[src/rtl/inst_mem_loader_pkg.sv]
// Shared types and constants for the boot-time instruction memory loader.
package inst_mem_loader_pkg;

    typedef enum logic [2:0] {
        IDLE,
        HDR_LO,
        HDR_HI,
        DATA,
        FLUSH,
        DONE
    } state_t;

    localparam int HDR_BYTES      = 2;
    localparam int BYTES_PER_WORD = 4;

endpackage

[src/rtl/byte_packer.sv]
// Packs a little-endian byte stream into 32-bit words; word_valid fires
// combinationally alongside the 4th byte so the holding register frees at once.
module byte_packer
    import inst_mem_loader_pkg::*;
(
    input  logic        clk,
    input  logic        rst,
    input  logic        clr,
    input  logic        byte_en,
    input  logic [7:0]  byte_in,
    output logic [31:0] word,
    output logic        word_valid
);

    logic [1:0]  cnt;
    logic [23:0] hold;

    assign word_valid = byte_en && (cnt == 2'(BYTES_PER_WORD - 1));
    assign word       = {byte_in, hold};

    always_ff @(posedge clk or posedge rst) begin
        if (rst) begin
            cnt  <= '0;
            hold <= '0;
        end else if (clr) begin
            cnt  <= '0;
            hold <= '0;
        end else if (byte_en) begin
            cnt <= cnt + 2'd1;
            case (cnt)
                2'd0:    hold[7:0]   <= byte_in;
                2'd1:    hold[15:8]  <= byte_in;
                2'd2:    hold[23:16] <= byte_in;
                default: ;
            endcase
        end
    end

endmodule

[src/rtl/inst_mem_loader.sv]
// Streams a length-prefixed image into the instruction memory write port and
// holds the core in reset until the image is complete.
module inst_mem_loader
    import inst_mem_loader_pkg::*;
#(
    parameter int WIDTH = 32,
    parameter int DEPTH = 8
) (
    input  logic             clk,
    input  logic             rst,
    input  logic             load_start,
    input  logic [7:0]       in_data,
    input  logic             in_valid,
    output logic             in_ready,
    output logic [WIDTH-1:0] mem_data,
    output logic [WIDTH-1:0] mem_addr,
    output logic             mem_wr,
    output logic             cpu_rst,
    output logic             busy,
    output logic             done,
    output logic             error,
    output logic [15:0]      words_loaded
);

    localparam logic [16:0] CAP = 17'd1 << DEPTH;

    state_t      state, nxt;
    logic        accept, start_ok;
    logic [7:0]  hdr_lo;
    logic [15:0] n_words;
    logic [15:0] word_idx;
    logic [31:0] word;
    logic        word_valid;

    assign accept   = in_valid && in_ready;
    // load_start only counts where a load may begin; mid-load pulses must not clear the packer
    assign start_ok = load_start && (state == IDLE || state == DONE);

    byte_packer u_packer (
        .clk        (clk),
        .rst        (rst),
        .clr        (start_ok),
        .byte_en    (accept && state == DATA),
        .byte_in    (in_data),
        .word       (word),
        .word_valid (word_valid)
    );

    always_ff @(posedge clk or posedge rst) begin
        if (rst) state <= IDLE;
        else     state <= nxt;
    end

    always_comb begin
        nxt = state;
        case (state)
            IDLE:   if (load_start) nxt = HDR_LO;
            HDR_LO: if (accept) nxt = HDR_HI;
            HDR_HI: if (accept) nxt = ({in_data, hdr_lo} != 16'd0) ? DATA : FLUSH;
            DATA:   if (word_valid && (word_idx + 16'd1 == n_words)) nxt = FLUSH;
            FLUSH:  nxt = DONE;
            DONE:   if (load_start) nxt = HDR_LO;
            default: nxt = IDLE;
        endcase
    end

    always_comb begin
        in_ready = (state == HDR_LO) || (state == HDR_HI) || (state == DATA);
        busy     = in_ready || (state == FLUSH);
        done     = (state == DONE);
        cpu_rst  = (state != DONE);
    end

    always_ff @(posedge clk or posedge rst) begin
        if (rst) begin
            hdr_lo       <= '0;
            n_words      <= '0;
            word_idx     <= '0;
            mem_data     <= '0;
            mem_addr     <= '0;
            mem_wr       <= 1'b0;
            error        <= 1'b0;
            words_loaded <= '0;
        end else begin
            mem_wr <= 1'b0;
            if (start_ok) begin
                word_idx     <= '0;
                error        <= 1'b0;
                words_loaded <= '0;
            end
            if (accept && state == HDR_LO) hdr_lo <= in_data;
            if (accept && state == HDR_HI) begin
                n_words <= {in_data, hdr_lo};
                error   <= ({1'b0, in_data, hdr_lo} > CAP);
            end
            // Words past capacity are still counted so the load ends after N words
            if (word_valid) begin
                word_idx <= word_idx + 16'd1;
                if ({1'b0, word_idx} < CAP) begin
                    mem_wr       <= 1'b1;
                    mem_data     <= WIDTH'(word);
                    mem_addr     <= WIDTH'({word_idx, 2'b00});
                    words_loaded <= words_loaded + 16'd1;
                end
            end
        end
    end

endmodule

[config.mk]
export PLATFORM = sky130hd
export DESIGN_NAME = inst_mem_loader
export DESIGN_NICKNAME = d
export VERILOG_FILES = /design/src/rtl/inst_mem_loader_pkg.sv /design/src/rtl/byte_packer.sv /design/src/rtl/inst_mem_loader.sv
export SDC_FILE = /design/constraint.sdc
export NUM_CORES = 1
export LEC_CHECK = 0
export CORE_ASPECT_RATIO = 0.9
export CORE_UTILIZATION = 40
export DETAILED_ROUTE_END_ITERATION = 12
export PLACE_DENSITY = 0.73
export SLEW_MARGIN = 10
export SYNTH_ARGS = -nofsm -noshare
export SYNTH_HDL_FRONTEND = slang
export SYNTH_SLANG_ARGS = --single-unit
[constraint.sdc]
create_clock -name clk -period 6.8 [get_ports clk]
set_input_delay 2.04 -clock clk [delete_from_list [all_inputs] [get_ports clk]]
set_output_delay 2.04 -clock clk [all_outputs]
set_load 0.05 [all_outputs]
Word-level counts from Yosys, hierarchy flattened
Index checks and enable logic that the tools add are counted.
{"block": "word_totals", "regBits": 135, "word_cells": 80}
{"block": "op_classes", "addsub": 3, "magnitude_cmp": 2, "eq_ne": 14, "muxes": 22, "reduce_logical": 26}
{"operator": "$mux W16", "n": 5}
{"operator": "$mux W24", "n": 2}
{"operator": "$add A16 B1 Y16 const B", "n": 2}
{"operator": "$mux W8", "n": 3}
{"operator": "$eq A16 B16 Y1", "n": 1}
{"operator": "$gt A16 B9 Y1 const B", "n": 1}
{"operator": "$lt A16 B9 Y1 const B", "n": 1}
{"operator": "$reduce_bool A16 Y1", "n": 1}
{"operator": "$mux W3", "n": 5}
{"operator": "$pmux W3 S5", "n": 1}
{"operator": "$reduce_bool A2 Y1", "n": 6}
{"operator": "$reduce_and A2 Y1", "n": 4}
{"operator": "$logic_and A1 B1 Y1", "n": 7}
{"operator": "$eq A3 B2 Y1 const B", "n": 2}
{"operator": "$eq A3 B3 Y1 const B", "n": 2}
{"operator": "$ne A2 B2 Y1 const B", "n": 3}
{"operator": "$eq A2 B2 Y1 const B", "n": 2}
{"operator": "$logic_or A1 B1 Y1", "n": 4}
{"operator": "$mux W1", "n": 4}
{"operator": "$mux W2", "n": 2}
{"operator": "$reduce_and A4 Y1", "n": 1}
{"operator": "$eq A3 B1 Y1 const B", "n": 1}
{"operator": "$logic_not A3 Y1", "n": 1}
{"operator": "$ne A3 B3 Y1 const B", "n": 1}
{"operator": "5 further kinds", "n": 5}

Longest topological paths before layout
{"block": "logic_depth", "word_depth": 9, "ltp_mapped": 11, "ltp_nobuf": 7}

Hierarchy
From an unflattened synthesis, not the netlist that was laid out.
{"block": "hier_totals", "hier_cells": 667, "area_unflattened_um2": 6608.8}
{"module": "inst_mem_loader", "n_inst": 1, "cells_each": 554, "area_per_inst_um2": 5286.3, "seq_area_each_um2": 2727.6}
{"module": "byte_packer", "n_inst": 1, "cells_each": 113, "area_per_inst_um2": 1322.5, "seq_area_each_um2": 650.6}

Worst setup path before layout
No wires, ideal clock.
{"block": "synth_path", "path_kind": "input to register", "startpoint": "input in_valid", "endpoint": "register words_loaded[15]", "setup_ns": 0.143, "arrival_ns": 3.647, "t_required_ns": 6.657, "slack_ns": 3.010, "stages": 8, "path_buffers": 2, "path_cell_list": "and4b_1 buf_2 nand2_1 or3_1 or4_1 buf_2 o211ai_2 o31ai_2"}
{"block": "synth_between", "elab_chain_cells": 4}
{"item": "from (decl)", "line": "inst_mem_loader.sv:13", "text": "input logic in_valid,"}
{"item": "$logic_and A1 B1 Y1", "line": "inst_mem_loader.sv:35", "text": "assign accept = in_valid && in_ready;"}
{"item": "$logic_and A1 B1 Y1", "line": "inst_mem_loader.sv:43", "text": ".byte_en (accept && state == DATA),"}
{"item": "$logic_and A1 B1 Y1", "line": "byte_packer.sv:18", "text": "assign word_valid = byte_en && (cnt == 2'(BYTES_PER_WORD - 1));"}
{"item": "$mux W16", "line": "inst_mem_loader.sv:97", "text": "if (word_valid) begin"}
{"item": "to (signal assigned)", "line": "inst_mem_loader.sv:103", "text": "words_loaded <= words_loaded + 16'd1;"}
{"item": "to (decl)", "line": "inst_mem_loader.sv:22", "text": "output logic [15:0] words_loaded"}
No other way between the ends.
A chain may end at the register's enable or synchronous reset.

Final worst setup path
Same ends and word-level chain as after synthesis.

==> summary.md <==
| Metric | Value |
|---|---|
| Tcrit/Tclk final | `between 70 and 80%` |
| RSZ-0062 raised after global routing | `no` |
| Clock tree root buffer cell | `clkbuf_16` |
| Hold Path End | `mem_data[19]` |
| Synth Warn # | `0` |
| Most used flip-flop cell after synthesis | `dfrtp_1` |
| Vias in the first global route | `4631` |
| NetSw | `1.31 mW` |
| Ys async rst share | `100%` |
| VDD IR max | `0.000258 V` |
| Starting Density | `41.3%` |
| Nets | `769` |
| Critical path type | `input pin to register` |
| Slew at the pin closest to its max-slew limit | `1.15 ns` |
| Number of port buffers | `81` |
| First-pass GRT wire length | `around 24000 µm` |
| Post-cts resize count | `0` |
| Hold depth | `2` |
| Initial antenna violation count | `0` |
| Drt first pass iters | `5` |
| FF-to-FF path depth | `6` |
| Synth-to-Final Area Change | `22.8%` |
| Num rows | `43` |
| Clk_skew | `0.00717 ns` |
| Worst setup SP type | `input pin` |
| Pleak | `between 3 and 4 nW` |
| Post-DRT Antenna Nets | `0` |
| Die height | `roughly 120 µm` |
| Gate Count Post-Synth | `689` |
| Layout cells sized above 1 | `under 10%` |
| Hold_buf cts | `0` |
| Total grt overflow | `0` |
| Switching Fraction | `39.7%` |
| Final Critical Period | `4.92 ns` |
| Worst-Skew Late Latency | `around 0.42 ns` |
| DIE AREA | `0.0166 mm²` |
| CTS Buf Count | `17` |
| Tot GR Track Use | `19.2%` |
| Final max-slew violation count | `0` |
| FILL cells | `1400` |
| Via-per-instance ratio | `5.21` |
| Outcome | `finished clean` |
| Crit Path Max Fanout | `25` |
| Pwr/cell area | `419 mW/mm²` |
| Rel. slew slack | `23.2%` |
| Number of DRC markers in iteration 0 | `461` |
| Average size of a mapped cell | `9.32 µm²` |
| N_diodes | `0` |
| Worst stage delay on the critical path | `0.88 ns` |
| Worst path slowest cell | `or3_2` |
| WP data arrival | `5.22 ns` |
| GP Congestion | `0.860` |
| Number of synthesized flops with an enable pin | `0` |
| Die Wd | `approximately 140 µm` |
| I/O pins | `98` |
| Clock Sink Count | `135` |
| Logic pwr share | `35.2%` |
| Sequential power share | `37.4%` |
| Final Setup Violations | `0` |
| Fin. Hold Viols | `0` |
| Routed wire length per instance | `15.4 µm` |
| Final wirelength | `14900 µm` |
| RR Endpoint | `words_loaded[15]` |
| H-tree Lvls | `4` |
| Seq/Total Area, Yosys | `between 50% and 60%` |
| Clk slew on worst S/H paths | `0.06 ns` |
| Clock power share | `roughly 28%` |
| Core ar. | `0.0155 mm²` |
| Crit path capture type | `register` |
| Max frequency | `0.203 GHz` |
| DRC Markers | `0` |
| Postcts setup bufs | `0` |
| Required time of the critical path | `7.09 ns` |
| Hold_sp | `u_packer.hold[19]` |
| Register bit total from synthesis | `135` |
| Max-cap viol count | `0` |
| Worst setup margin | `1.88 ns` |
| Hold/Removal Path Class | `register to register` |
| Cell Int Power | `1.99 mW` |
| Count of cell types in the netlist | `54` |
| HPWL Detailed | `9650 µm` |
| Reg-to-Reg Start | `state[1]` |
| Clk buf depth | `2` |
| Largest net degree at the start of global routing | `between 70 and 80` |
| Synthesized area | `0.00642 mm²` |
| Vias post-DR | `5032` |
| Final setup TNS | `0 ns` |
| Worst-path cell chain | `clkdlybuf4s50_1, and4b_1, nand2_1, or3_2, or4_1, o211ai_2, o31ai_2` |
| Reg-to-reg setup timing slack | `3.44 ns` |
| TritonCTS clock tree | `yes` |
| Pre-CTS setup slack | `1.44 ns` |
==> worst max-delay path: cells and delay by family <==
| kind | cells | cell delay (ns) |
|---|---|---|
| AOI/OAI and AO/OA | 2 | 0.33 |
| buffers and inverters | 1 | 0.53 |
| and+or+nand+nor | 4 | 2.32 |
==> Yosys cell counts, types with 2 or more instances <==
cell | instances | area (µm²)
a21oi_1 | 33 | 165
a31o_2 | 2 | 17.5
a31oi_1 | 5 | 31.3
and2_1 | 8 | 50.1
and3_1 | 7 | 43.8
and4_1 | 2 | 17.5
buf_1 | 3 | 11.3
buf_2 | 12 | 60.1
buf_4 | 16 | 120
clkbuf_1 | 28 | 105
dfrtp_1 | 135 | 3380
ha_1 | 6 | 75.1
inv_1 | 10 | 37.5
mux2_2 | 23 | 259
mux2i_1 | 6 | 60.1
nand2_1 | 188 | 706
nand2b_1 | 3 | 18.8
nand3_1 | 38 | 190
nand3b_1 | 2 | 15.0
nand4_1 | 15 | 93.8
nor2_1 | 32 | 120
nor2b_1 | 5 | 31.3
nor3_1 | 8 | 40.0
nor3b_1 | 2 | 15.0
nor4_1 | 9 | 56.3
o2111a_1 | 2 | 22.5
o211ai_2 | 3 | 37.5
o21ai_0 | 30 | 150
o221ai_1 | 2 | 17.5
o31ai_1 | 4 | 30.0
o31ai_2 | 3 | 37.5
or3_1 | 3 | 18.8
or4_1 | 2 | 15.0
xnor2_1 | 11 | 96.3
xor2_1 | 12 | 105
==> placed cells by master, fill, tap and decap left out, types with 3 or more instances in the layout <==
master	count
nand2_1	188
nand3_1	38
o31ai_1	4
clkdlybuf4s50_1	81
inv_1	9
nor2_1	32
o21ai_0	30
nand4_1	15
mux2_2	23
o31ai_2	3
xor2_1	12
and2_1	8
nor4_1	9
o211ai_2	3
xnor2_1	11
a21oi_1	33
nor2b_1	5
clkinvlp_4	4
clkbuf_16	17
dfrtp_1	135
and3_1	7
mux2i_1	6
buf_4	7
conb_1	16
ha_1	6
nand2b_1	3
clkinv_4	3
nor3_1	8
a31oi_1	5
clkinv_2	3
==> per-layer routing <==
layer  wire length [µm]  vias up  GRT usage [%]
li1                   -     2447              -
met1               6970     2421           26.8
met2               6840      146           29.0
met3                848       18           5.08
met4                242        0           6.32
met5                  0        -              0
==> worst max path at each step <==
stage,slack (ns),end,start,depth (start not counted)
final,1.88,words_loaded[15],in_valid,7
after global routing,1.70,words_loaded[13],in_valid,7
after CTS,1.86,words_loaded[15],in_valid,7
after detailed placement,1.44,words_loaded[15],in_valid,7
after global placement,1.46,words_loaded[15],in_valid,7
after floorplan,1.15,error,rst,1
==> registers in the layout (all words and copies together) (netlist names), 2 cells and up <==
register and cells:
state 3, hdr_lo 8, mem_addr 16, mem_data 32
word_idx 16, u_packer.hold 24, n_words 16, words_loaded 16
u_packer.cnt 2
==> power groups by stage <==
stage,Clock (mW),Combinational (mW),Sequential [mW]
after global placement,0,1.14,1.24
after CTS,0.922,1.17,1.23
after floorplan,0,0.484,1.55
after global routing,0.958,1.25,1.26
after detailed placement,0,1.16,1.24
final,0.907,1.16,1.23
==> kinds of logic after synthesis <==
kind of cell | count (synthesis) | synth area share, %
buf+inv | 70 | 5.38
mux | 29 | 4.97
flops | 135 | 52.6
simple gates | 328 | 22.9
xor+xnor | 23 | 3.14
other cells | 1 | 0.0584
fa+ha+maj | 6 | 1.17
compound gates | 97 | 9.79
==> cell type report <==
type | count | area [µm²] | share of cell area (%)
inverter | 10 | 40.0 | 0.508
multi-input combinational | 499 | 2760 | 35.0
sequential | 135 | 3380 | 42.9
clock inverter | 14 | 149 | 1.89
tap | 202 | 253 | 3.21
timing repair buffer | 88 | 863 | 11.0
clock buffer | 18 | 439 | 5.57
==> per-stage QoR <==
stage	std cells	utilization [%]	power (mW)	hold slack [ns]	instance area [µm²]
final	966	50.7	3.30	0.461	7880
after detailed placement	934	46.9	2.40	0.457	7290
after global routing	966	50.7	3.47	0.491	7880
after CTS	966	50.7	3.32	0.469	7880
after floorplan	704	-	2.04	0.439	6470
after global placement	934	46.9	2.38	0.452	7290
No activity file was read; power rests on OpenSTA's default activity.
